## config.mk

```make
export PLATFORM = sky130hd
export DESIGN_NAME = operand_feeder_flat
export DESIGN_NICKNAME = d
export VERILOG_FILES = /design/src/rtl/mac_acc_pkg.sv /design/src/rtl/operand_feeder_if.sv /design/src/rtl/operand_feeder_mem.sv /design/src/rtl/operand_feeder.sv /design/src/flat_wrapper.sv
export SDC_FILE = /design/constraint.sdc
export NUM_CORES = 1
export LEC_CHECK = 0
export CAP_MARGIN = 0
export CELL_PAD_IN_SITES_DETAIL_PLACEMENT = 1
export CELL_PAD_IN_SITES_GLOBAL_PLACEMENT = 2
export CORE_MARGIN = 1.5
export CORE_UTILIZATION = 30
export DETAILED_ROUTE_END_ITERATION = 7
export DONT_BUFFER_PORTS = 1
export GPL_ROUTABILITY_DRIVEN = 1
export PLACE_DENSITY_LB_ADDON = 0.1
export SETUP_SLACK_MARGIN = 0.15
export SLEW_MARGIN = 10
export SYNTH_ARGS = -nofsm -noshare
export SYNTH_HDL_FRONTEND = slang
export SYNTH_SLANG_ARGS = --single-unit
```

## constraint.sdc

```tcl
create_clock -name clk -period 1.7 [get_ports clk]
set_input_delay 0.34 -clock clk [delete_from_list [all_inputs] [get_ports clk]]
set_output_delay 0.34 -clock clk [all_outputs]
set_load 0.01 [all_outputs]
```

## src/rtl/mac_acc_pkg.sv

```systemverilog
// Shared definitions for the MAC accelerator slice: operand feeder state
// encoding and the default operand geometry used by the MAC array.
package mac_acc_pkg;

  localparam int MAC_DATA_W = 8;
  localparam int MAC_DEPTH  = 16;
  localparam int MAC_PASS_W = 3;

  typedef enum logic [0:0] {
    LOAD  = 1'b0,
    READY = 1'b1
  } feeder_state_t;

endpackage

```

## src/rtl/operand_feeder_if.sv

```systemverilog
// Operand feeder bus: the upstream load stream plus the controller-side
// data_rdy / read_en read channel. The master is the host/controller side,
// the slave is the feeder.
interface operand_feeder_if
  import mac_acc_pkg::*;
#(
  parameter int DATA_W = MAC_DATA_W
);

  logic              in_valid_i;
  logic [DATA_W-1:0] in_data_i;
  logic              in_ready_o;
  logic              data_rdy_o;
  logic              read_en_i;
  logic [DATA_W-1:0] rd_data_o;
  logic              rd_valid_o;

  modport master (
    output in_valid_i,
    output in_data_i,
    output read_en_i,
    input  in_ready_o,
    input  data_rdy_o,
    input  rd_data_o,
    input  rd_valid_o
  );

  modport slave (
    input  in_valid_i,
    input  in_data_i,
    input  read_en_i,
    output in_ready_o,
    output data_rdy_o,
    output rd_data_o,
    output rd_valid_o
  );

endinterface

```

## src/rtl/operand_feeder_mem.sv

```systemverilog
// DEPTH x DATA_W operand buffer with one synchronous write port and one
// synchronous registered read port, shaped so it can map onto a RAM macro.
// Only the read output register is reset; the array itself never is.
module feeder_mem
  import mac_acc_pkg::*;
#(
  parameter int DATA_W = MAC_DATA_W,
  parameter int DEPTH  = MAC_DEPTH,
  localparam int PTR_W = $clog2(DEPTH)
) (
  input  logic              clk,
  input  logic              rst_n,
  input  logic              wr_en,
  input  logic [PTR_W-1:0]  wr_addr,
  input  logic [DATA_W-1:0] wr_data,
  input  logic              rd_en,
  input  logic [PTR_W-1:0]  rd_addr,
  output logic [DATA_W-1:0] rd_data
);

  logic [DATA_W-1:0] mem [DEPTH];

  // Write port: store the accepted word at the write address.
  always_ff @(posedge clk) begin
    if (wr_en) begin
      mem[wr_addr] <= wr_data;
    end
  end

  // Read port: registered output, holds its value when no read is issued.
  always_ff @(posedge clk or negedge rst_n) begin
    if (!rst_n) begin
      rd_data <= '0;
    end else if (rd_en) begin
      rd_data <= mem[rd_addr];
    end
  end

endmodule

```

## src/rtl/operand_feeder.sv

```systemverilog
// Operand feeder: loads one operand set of DEPTH words from the upstream
// stream, then replays it word by word on read_en with wrap-around, counting
// completed passes and flagging reads attempted before the set is loaded.
module operand_feeder
  import mac_acc_pkg::*;
#(
  parameter int DATA_W = MAC_DATA_W,
  parameter int DEPTH  = MAC_DEPTH,
  parameter int PASS_W = MAC_PASS_W
) (
  input  logic              clk,
  input  logic              rst_n,
  input  logic              clear_i,
  operand_feeder_if.slave   bus,
  output logic [PASS_W-1:0] pass_cnt_o,
  output logic              err_o
);

  localparam int PTR_W = $clog2(DEPTH);
  localparam logic [PTR_W-1:0] LAST_PTR = PTR_W'(DEPTH - 1);
  localparam logic [PTR_W-1:0] PTR_ONE  = PTR_W'(1);

  feeder_state_t     state;
  feeder_state_t     state_next;
  logic [PTR_W-1:0]  wr_ptr;
  logic [PTR_W-1:0]  rd_ptr;
  logic              wr_fire;
  logic              rd_fire;
  logic              rd_refused;
  logic              in_ready;
  logic              data_rdy;
  logic              rd_valid;
  logic [PASS_W-1:0] pass_cnt;
  logic              err;

  // State register.
  always_ff @(posedge clk or negedge rst_n) begin
    if (!rst_n) begin
      state <= LOAD;
    end else begin
      state <= state_next;
    end
  end

  // Next-state and handshake decode; clear_i suppresses every transfer and
  // forces LOAD, so a write or read coinciding with it is discarded.
  always_comb begin
    state_next = state;
    in_ready   = 1'b0;
    data_rdy   = 1'b0;
    wr_fire    = 1'b0;
    rd_fire    = 1'b0;
    rd_refused = 1'b0;
    case (state)
      LOAD: begin
        in_ready   = 1'b1;
        wr_fire    = bus.in_valid_i && !clear_i;
        // Still loading: a read request here is a protocol error, even on
        // the cycle of the final transfer.
        rd_refused = bus.read_en_i && !clear_i;
        if (wr_fire && (wr_ptr == LAST_PTR)) begin
          state_next = READY;
        end
      end
      READY: begin
        data_rdy = 1'b1;
        rd_fire  = bus.read_en_i && !clear_i;
      end
      default: begin
        state_next = LOAD;
      end
    endcase
    if (clear_i) begin
      state_next = LOAD;
    end
  end

  // Write pointer: advances per accepted word, wraps naturally to 0 after
  // the last word since DEPTH is a power of two.
  always_ff @(posedge clk or negedge rst_n) begin
    if (!rst_n) begin
      wr_ptr <= '0;
    end else if (clear_i) begin
      wr_ptr <= '0;
    end else if (wr_fire) begin
      wr_ptr <= wr_ptr + PTR_ONE;
    end
  end

  // Read pointer: advances per accepted read, wrapping for the next pass.
  always_ff @(posedge clk or negedge rst_n) begin
    if (!rst_n) begin
      rd_ptr <= '0;
    end else if (clear_i) begin
      rd_ptr <= '0;
    end else if (rd_fire) begin
      rd_ptr <= rd_ptr + PTR_ONE;
    end
  end

  // Read valid: exactly one cycle after each accepted read, matching the
  // registered read latency of the buffer.
  always_ff @(posedge clk or negedge rst_n) begin
    if (!rst_n) begin
      rd_valid <= 1'b0;
    end else begin
      rd_valid <= rd_fire;
    end
  end

  // Pass counter: bumps when the last word of the set is read, saturating.
  always_ff @(posedge clk or negedge rst_n) begin
    if (!rst_n) begin
      pass_cnt <= '0;
    end else if (clear_i) begin
      pass_cnt <= '0;
    end else if (rd_fire && (rd_ptr == LAST_PTR) && (pass_cnt != '1)) begin
      pass_cnt <= pass_cnt + PASS_W'(1);
    end
  end

  // Sticky error: set by a read attempted while loading, cleared only by
  // clear_i or reset.
  always_ff @(posedge clk or negedge rst_n) begin
    if (!rst_n) begin
      err <= 1'b0;
    end else if (clear_i) begin
      err <= 1'b0;
    end else if (rd_refused) begin
      err <= 1'b1;
    end
  end

  feeder_mem #(
    .DATA_W (DATA_W),
    .DEPTH  (DEPTH)
  ) u_mem (
    .clk     (clk),
    .rst_n   (rst_n),
    .wr_en   (wr_fire),
    .wr_addr (wr_ptr),
    .wr_data (bus.in_data_i),
    .rd_en   (rd_fire),
    .rd_addr (rd_ptr),
    .rd_data (bus.rd_data_o)
  );

  assign bus.in_ready_o = in_ready;
  assign bus.data_rdy_o = data_rdy;
  assign bus.rd_valid_o = rd_valid;
  assign pass_cnt_o     = pass_cnt;
  assign err_o          = err;

endmodule

```

## src/flat_wrapper.sv

```systemverilog
// flat-port wrapper written by rule: the top's interface ports become plain ports
module operand_feeder_flat import mac_acc_pkg::*;
#(
  parameter int DATA_W = MAC_DATA_W,
  parameter int DEPTH  = MAC_DEPTH,
  parameter int PASS_W = MAC_PASS_W
)
  (clk, rst_n, clear_i, pass_cnt_o, err_o, bus_in_valid_i, bus_in_data_i, bus_read_en_i, bus_in_ready_o, bus_data_rdy_o, bus_rd_data_o, bus_rd_valid_o);
  operand_feeder_if #(.DATA_W(DATA_W)) bus_i ();
  input  logic clk;
  input  logic rst_n;
  input  logic clear_i;
  output logic [PASS_W-1:0] pass_cnt_o;
  output logic err_o;
  input wire logic [$bits(bus_i.in_valid_i)-1:0] bus_in_valid_i;
  input wire logic [$bits(bus_i.in_data_i)-1:0] bus_in_data_i;
  input wire logic [$bits(bus_i.read_en_i)-1:0] bus_read_en_i;
  output wire logic [$bits(bus_i.in_ready_o)-1:0] bus_in_ready_o;
  output wire logic [$bits(bus_i.data_rdy_o)-1:0] bus_data_rdy_o;
  output wire logic [$bits(bus_i.rd_data_o)-1:0] bus_rd_data_o;
  output wire logic [$bits(bus_i.rd_valid_o)-1:0] bus_rd_valid_o;
  assign bus_i.in_valid_i = bus_in_valid_i;
  assign bus_i.in_data_i = bus_in_data_i;
  assign bus_i.read_en_i = bus_read_en_i;
  assign bus_in_ready_o = bus_i.in_ready_o;
  assign bus_data_rdy_o = bus_i.data_rdy_o;
  assign bus_rd_data_o = bus_i.rd_data_o;
  assign bus_rd_valid_o = bus_i.rd_valid_o;
  operand_feeder #(.DATA_W(DATA_W), .DEPTH(DEPTH), .PASS_W(PASS_W)) u_core (.clk(clk), .rst_n(rst_n), .clear_i(clear_i), .bus(bus_i), .pass_cnt_o(pass_cnt_o), .err_o(err_o));
endmodule
```

* Word-level counts from Yosys, hierarchy flattened
Memory sizes are Yosys's and may differ from the RTL's. A register that Yosys moved wholly into a read port is not among the register bits.
Cells that the tools add are included.
** Operators by class
- Add/sub/neg operators :: 3
- Eq/ne operators :: 3
- Muxes and demuxes :: 18
- Reductions and logical operators :: 11
** Operators with widths (number)
- 4-bit two-way mux :: 4
- 1-bit two-way mux :: 12
- 4-bit by 1-bit adder with 4-bit output (second input constant) :: 2
- 4-bit equality test (second input constant) :: 2
- 2-bit nonzero test :: 4
- 3-bit two-way mux :: 2
- 1-bit logical AND :: 5
- 3-bit by 1-bit adder with 3-bit output (second input constant) :: 1
- 3-bit != test (second input constant) :: 1
- 1-bit zero test :: 2
** Word-level totals
- Register bits after elaboration :: 14
- RAM bits :: 128
- Output and inout port bits :: 15
- Word-level logic and storage cells :: 42
- Memories :: 1
** Memory list
- u_core.u_mem.mem :: depth 16, width 8, rd ports 1, clocked after memory_dff 1, wr ports 1, RTL line operand_feeder_mem.sv:21 : logic [DATA_W-1:0] mem [DEPTH];

* Longest topological paths before layout
- Depth after elaboration :: 7
- Depth in mapped cells :: 7
- Depth with buffers taken out :: 5

* Cells and area by module
Synthesis repeated with hierarchy kept, for this count alone.
** Unflattened totals
- Cells, all modules :: 303
- Area total of the unflattened synthesis :: 6004.5 um2
** Modules (own cells, without submodules)
- feeder_mem :: instances 1, cells each 240, area each 5331.4 um2, sequential area each 4043.9 um2
- operand_feeder :: instances 1, cells each 63, area each 673.1 um2, sequential area each 350.3 um2

* Worst setup path before layout
OpenSTA, ideal clock, no wires.
- Path kind :: register to register
- Start point :: reg u_core.state
- End point :: mem u_core.u_mem.mem[10][0] (netlist name) (enable)
- Data arrival time :: 1.454 ns
- Required time :: 1.368 ns
- Slack :: -0.086 ns
- Stages on the path, launching flop included :: 5
- Clock period less this slack :: 1.786 ns
- Cell sequence :: dfrtp_1 inv_1 nand2_1 nor4b_1 and2_1
** Between the ends
- Word-level cells in the longest chain between the ends :: 3
** RTL lines
- start, declared :: RTL line operand_feeder.sv:23 : feeder_state_t state;
- start signal, assigned :: RTL line operand_feeder.sv:41 : state <= state_next;
- 1-bit two-way mux :: RTL line operand_feeder.sv:54 : case (state)
- 1-bit two-way mux :: RTL line operand_feeder_mem.sv:25 : if (wr_en) begin
- 1-bit two-way mux (implied by the code) :: RTL line operand_feeder_mem.sv:26 : mem[wr_addr] <= wr_data;
- end, declared :: RTL line operand_feeder_mem.sv:21
Every way passes these cells.

==> run metrics <==
CP endpoint kind flop; post-synthesis cell area approximately 0.0060 mm2; largest net degree at the start of global routing 23; IO Pins 28; DRT iter0 DRCs 121; Max VDD drop between 0.7 and 0.8 mV; Pwr per Cell Area 1120 mW/mm2; Worst Hold Path Cells 2; Place WS -0.09765 ns; number of synthesized flops with an enable pin 128; fin crit period 1.789 ns; Bufs on Longest Clock Path 2; Setup CP Type flop to flop; Synthesis Warnings 0; post-synth net total 337; FF-to-FF path depth 5; failing checks setup timing; share of cells above drive strength 1 35.36%; Sink Count 150; CTS tree built; Min Hold Slack about 0.079 ns; gr usage total between 10% and 20%; largest fanout on the critical path 6; placed inst area 0.006497 mm2; via count 2984; Synth Flop Type edfxtp_1; Starting Density 30.59%; Die H ~140 um; global-route wire length before repair 20980 um; grt total ovfl 0; sink of the worst hold path u_core.err_o; CP arrival 2.10 ns; FILL cells about 1900; DR vias/cell 4.626; mean post-synth cell area ~19 um2; Avg WL per Cell 22.30 um; startpoint types flop; Worst Hold Class input pin to flop; synthesis-to-layout area growth 26.33%; Crit Reg-Reg Startpoint u_core.rd_ptr[0]; Root Driver clkbuf_16; area leader, netlist edfxtp_1; die area between 0.02 and 0.025 mm2; PortBufs 0; fin worst setup slack -0.08945 ns; fin nets 386; Yosys reg bits 150; Die W between 100 and 150 um; FP Rows 51; placer congestion estimate 0.6856; top cells by area, synth edfxtp_1, mux4_2, dfrtp_1; Pre-antenna DRT Iters 4; drc violations 0; final hold vios 0; sequential fraction of the synthesis area roughly three quarters; synth unique cells 27; HPWL Detailed a little under 9000 um; PnR Total Power 8423 uW; final setup vio count 7; H-Tree Depth 4; cell leakage power 0.002499 uW; total wire length between 10000 and 15000 um; Fmax achieved about 560 MHz; clk_skew 0.01072 ns; Design Area, Final 0.007522 mm2; max_cap viols 0; vias in the first global route about 3200; initial antenna violation count 0; clock transition at the registers of the reported paths 0.06 ns; clock latency on the worst-skew pair 0.43 ns; r2r setup slk -0.09 ns; hold_sp bus_read_en_i; Post-synth ARST share 14.67%; top cell type's share of synthesized area 64.55%; Worst Path Required 2.01 ns; Final Cycle Share 105.3%; number of CTS-inserted buffers 17; Final Max Tran Viols 0; Worst Max-Slew Pin Slew a little under 0.7 ns; final antenna-violating net count 0; status finished, violations left; core area 0.01946 mm2; Critical R2R Capture u_core.u_mem.rd_data[2]; Layout Utilization 38.65%; Post-Synthesis Cells about 320; Max-Slew Margin vs Limit 54.15%; RSZ-0062 raised after global routing true
## metrics by stage
stage | TNS [ns] | std cells
after floorplan | -0.08858 | 317
after global placement | -0.4398 | 588
after detailed placement | -0.5339 | 588
after CTS | -0.2593 | 636
after global routing | -0.9635 | 644
final | -0.4637 | 645
## area by class of cell
type	instances	area, um2	share of cell area [%]
clock buffers	21	450.4	5.988
diodes	1	2.502	0.03327
inverters	5	18.77	0.2495
well taps	265	331.6	4.408
flip-flops and latches	150	4398	58.47
repair buffers	44	486.7	6.470
multi-input cells	148	1637	21.76
clock inverters	11	197.7	2.628
## where the power goes
group	leakage (uW)	switching [uW]	internal, uW
Clock	0.000312	1520	2650
Combinational	0.000738	119	68.5
Sequential	0.00145	29.0	4040
Total	0.00250	1660	6760
## flip-flops by register name (all words and copies together), names as in the netlist
name	count
u_core.pass_cnt_o	3
u_core.bus.rd_valid_o	1
u_core.state	1
u_core.u_mem.mem	128
u_core.rd_ptr	4
u_core.err_o	1
u_core.wr_ptr	4
u_core.u_mem.rd_data	8
## worst max path at each step
stage                          start                       to  slack, ns  cells past startpoint
floorplan           u_core.rd_ptr[0]  u_core.u_mem.rd_data[2]      -0.01                      6
global placement    u_core.rd_ptr[1]     u_core.pass_cnt_o[1]      -0.09                      6
detailed placement  u_core.rd_ptr[1]     u_core.pass_cnt_o[2]       -0.1                      6
CTS                 u_core.rd_ptr[0]  u_core.u_mem.rd_data[0]      -0.05                      5
global route        u_core.rd_ptr[0]  u_core.u_mem.rd_data[2]      -0.14                      5
finish              u_core.rd_ptr[0]  u_core.u_mem.rd_data[2]      -0.09                      5
## cell usage after synthesis, drive strengths merged (2+ instances only)
library cell	count
edfxtp	128
mux4	30
dfrtp	22
and2	16
o21ai	15
nor2	14
a22oi	9
nor2b	9
buf	8
mux2	8
nand2	8
ha	7
clkbuf	6
mux2i	6
a21oi	5
inv	5
nand3	4
xor2	4
nand4	3
nand3b	2
nor3	2
nor4b	2
xnor2	2
## metal layers
| metal | wire length, um | track usage [%] | vias to the layer above | share of wire, % |
|---|---|---|---|---|
| met5 | 0 | 0 | - | 0 |
| met4 | 209 | 5.800 | 0 | 1.5 |
| met3 | 464 | 3.432 | 15 | 3.2 |
| met2 | 7117 | 23.62 | 47 | 49 |
| met1 | 6594 | 19.82 | 1572 | 46 |
| li1 | - | - | 1350 | - |
## placed cells by master, fill, tap and decap left out, drive strengths merged, types with 5 or more instances in the layout
master	Yosys	layout
inv	5	6
mux4	30	30
mux2i	6	6
ha	7	7
and2	16	16
nor2	14	14
nand2	8	8
clkbuf	6	23
a22oi	9	9
dfrtp	22	22
edfxtp	128	128
buf	8	32
nor2b	9	9
a21oi	5	5
bufinv	0	5
dlygate4sd3	0	10
mux2	8	8
o21ai	15	15
## worst max-delay path, cell delays in order (launching register included)
cell       delay, ns
dfrtp_2         0.46
clkbuf_16       0.19
mux4_2          0.49
mux2_4          0.31
a22oi_1         0.14
o21ai_1         0.08
## repair_timing
action                                  in CTS  in global routing
setup buffers                                5                  6
hold endpoints to repair                   163                  0
cloned                                       0                  2
hold buffers                                11                  0
pin swaps                                    4                  5
gates resized for setup                     25                 10
endpoints found under the setup margin     132                 76
## cells by family after synthesis
| group | count (synthesis) | share of synthesized area [%] |
|---|---|---|
| adders and majority gates | 7 | 1.471 |
| xor gates and xnor gates | 6 | 0.8825 |
| and+or+nand+nor | 62 | 5.590 |
| buffers and inverters | 19 | 1.576 |
| DFF | 150 | 73.80 |
| muxes | 44 | 13.87 |
| AOI/OAI and AO/OA | 29 | 2.816 |
Power figures use the tool's default switching activity.
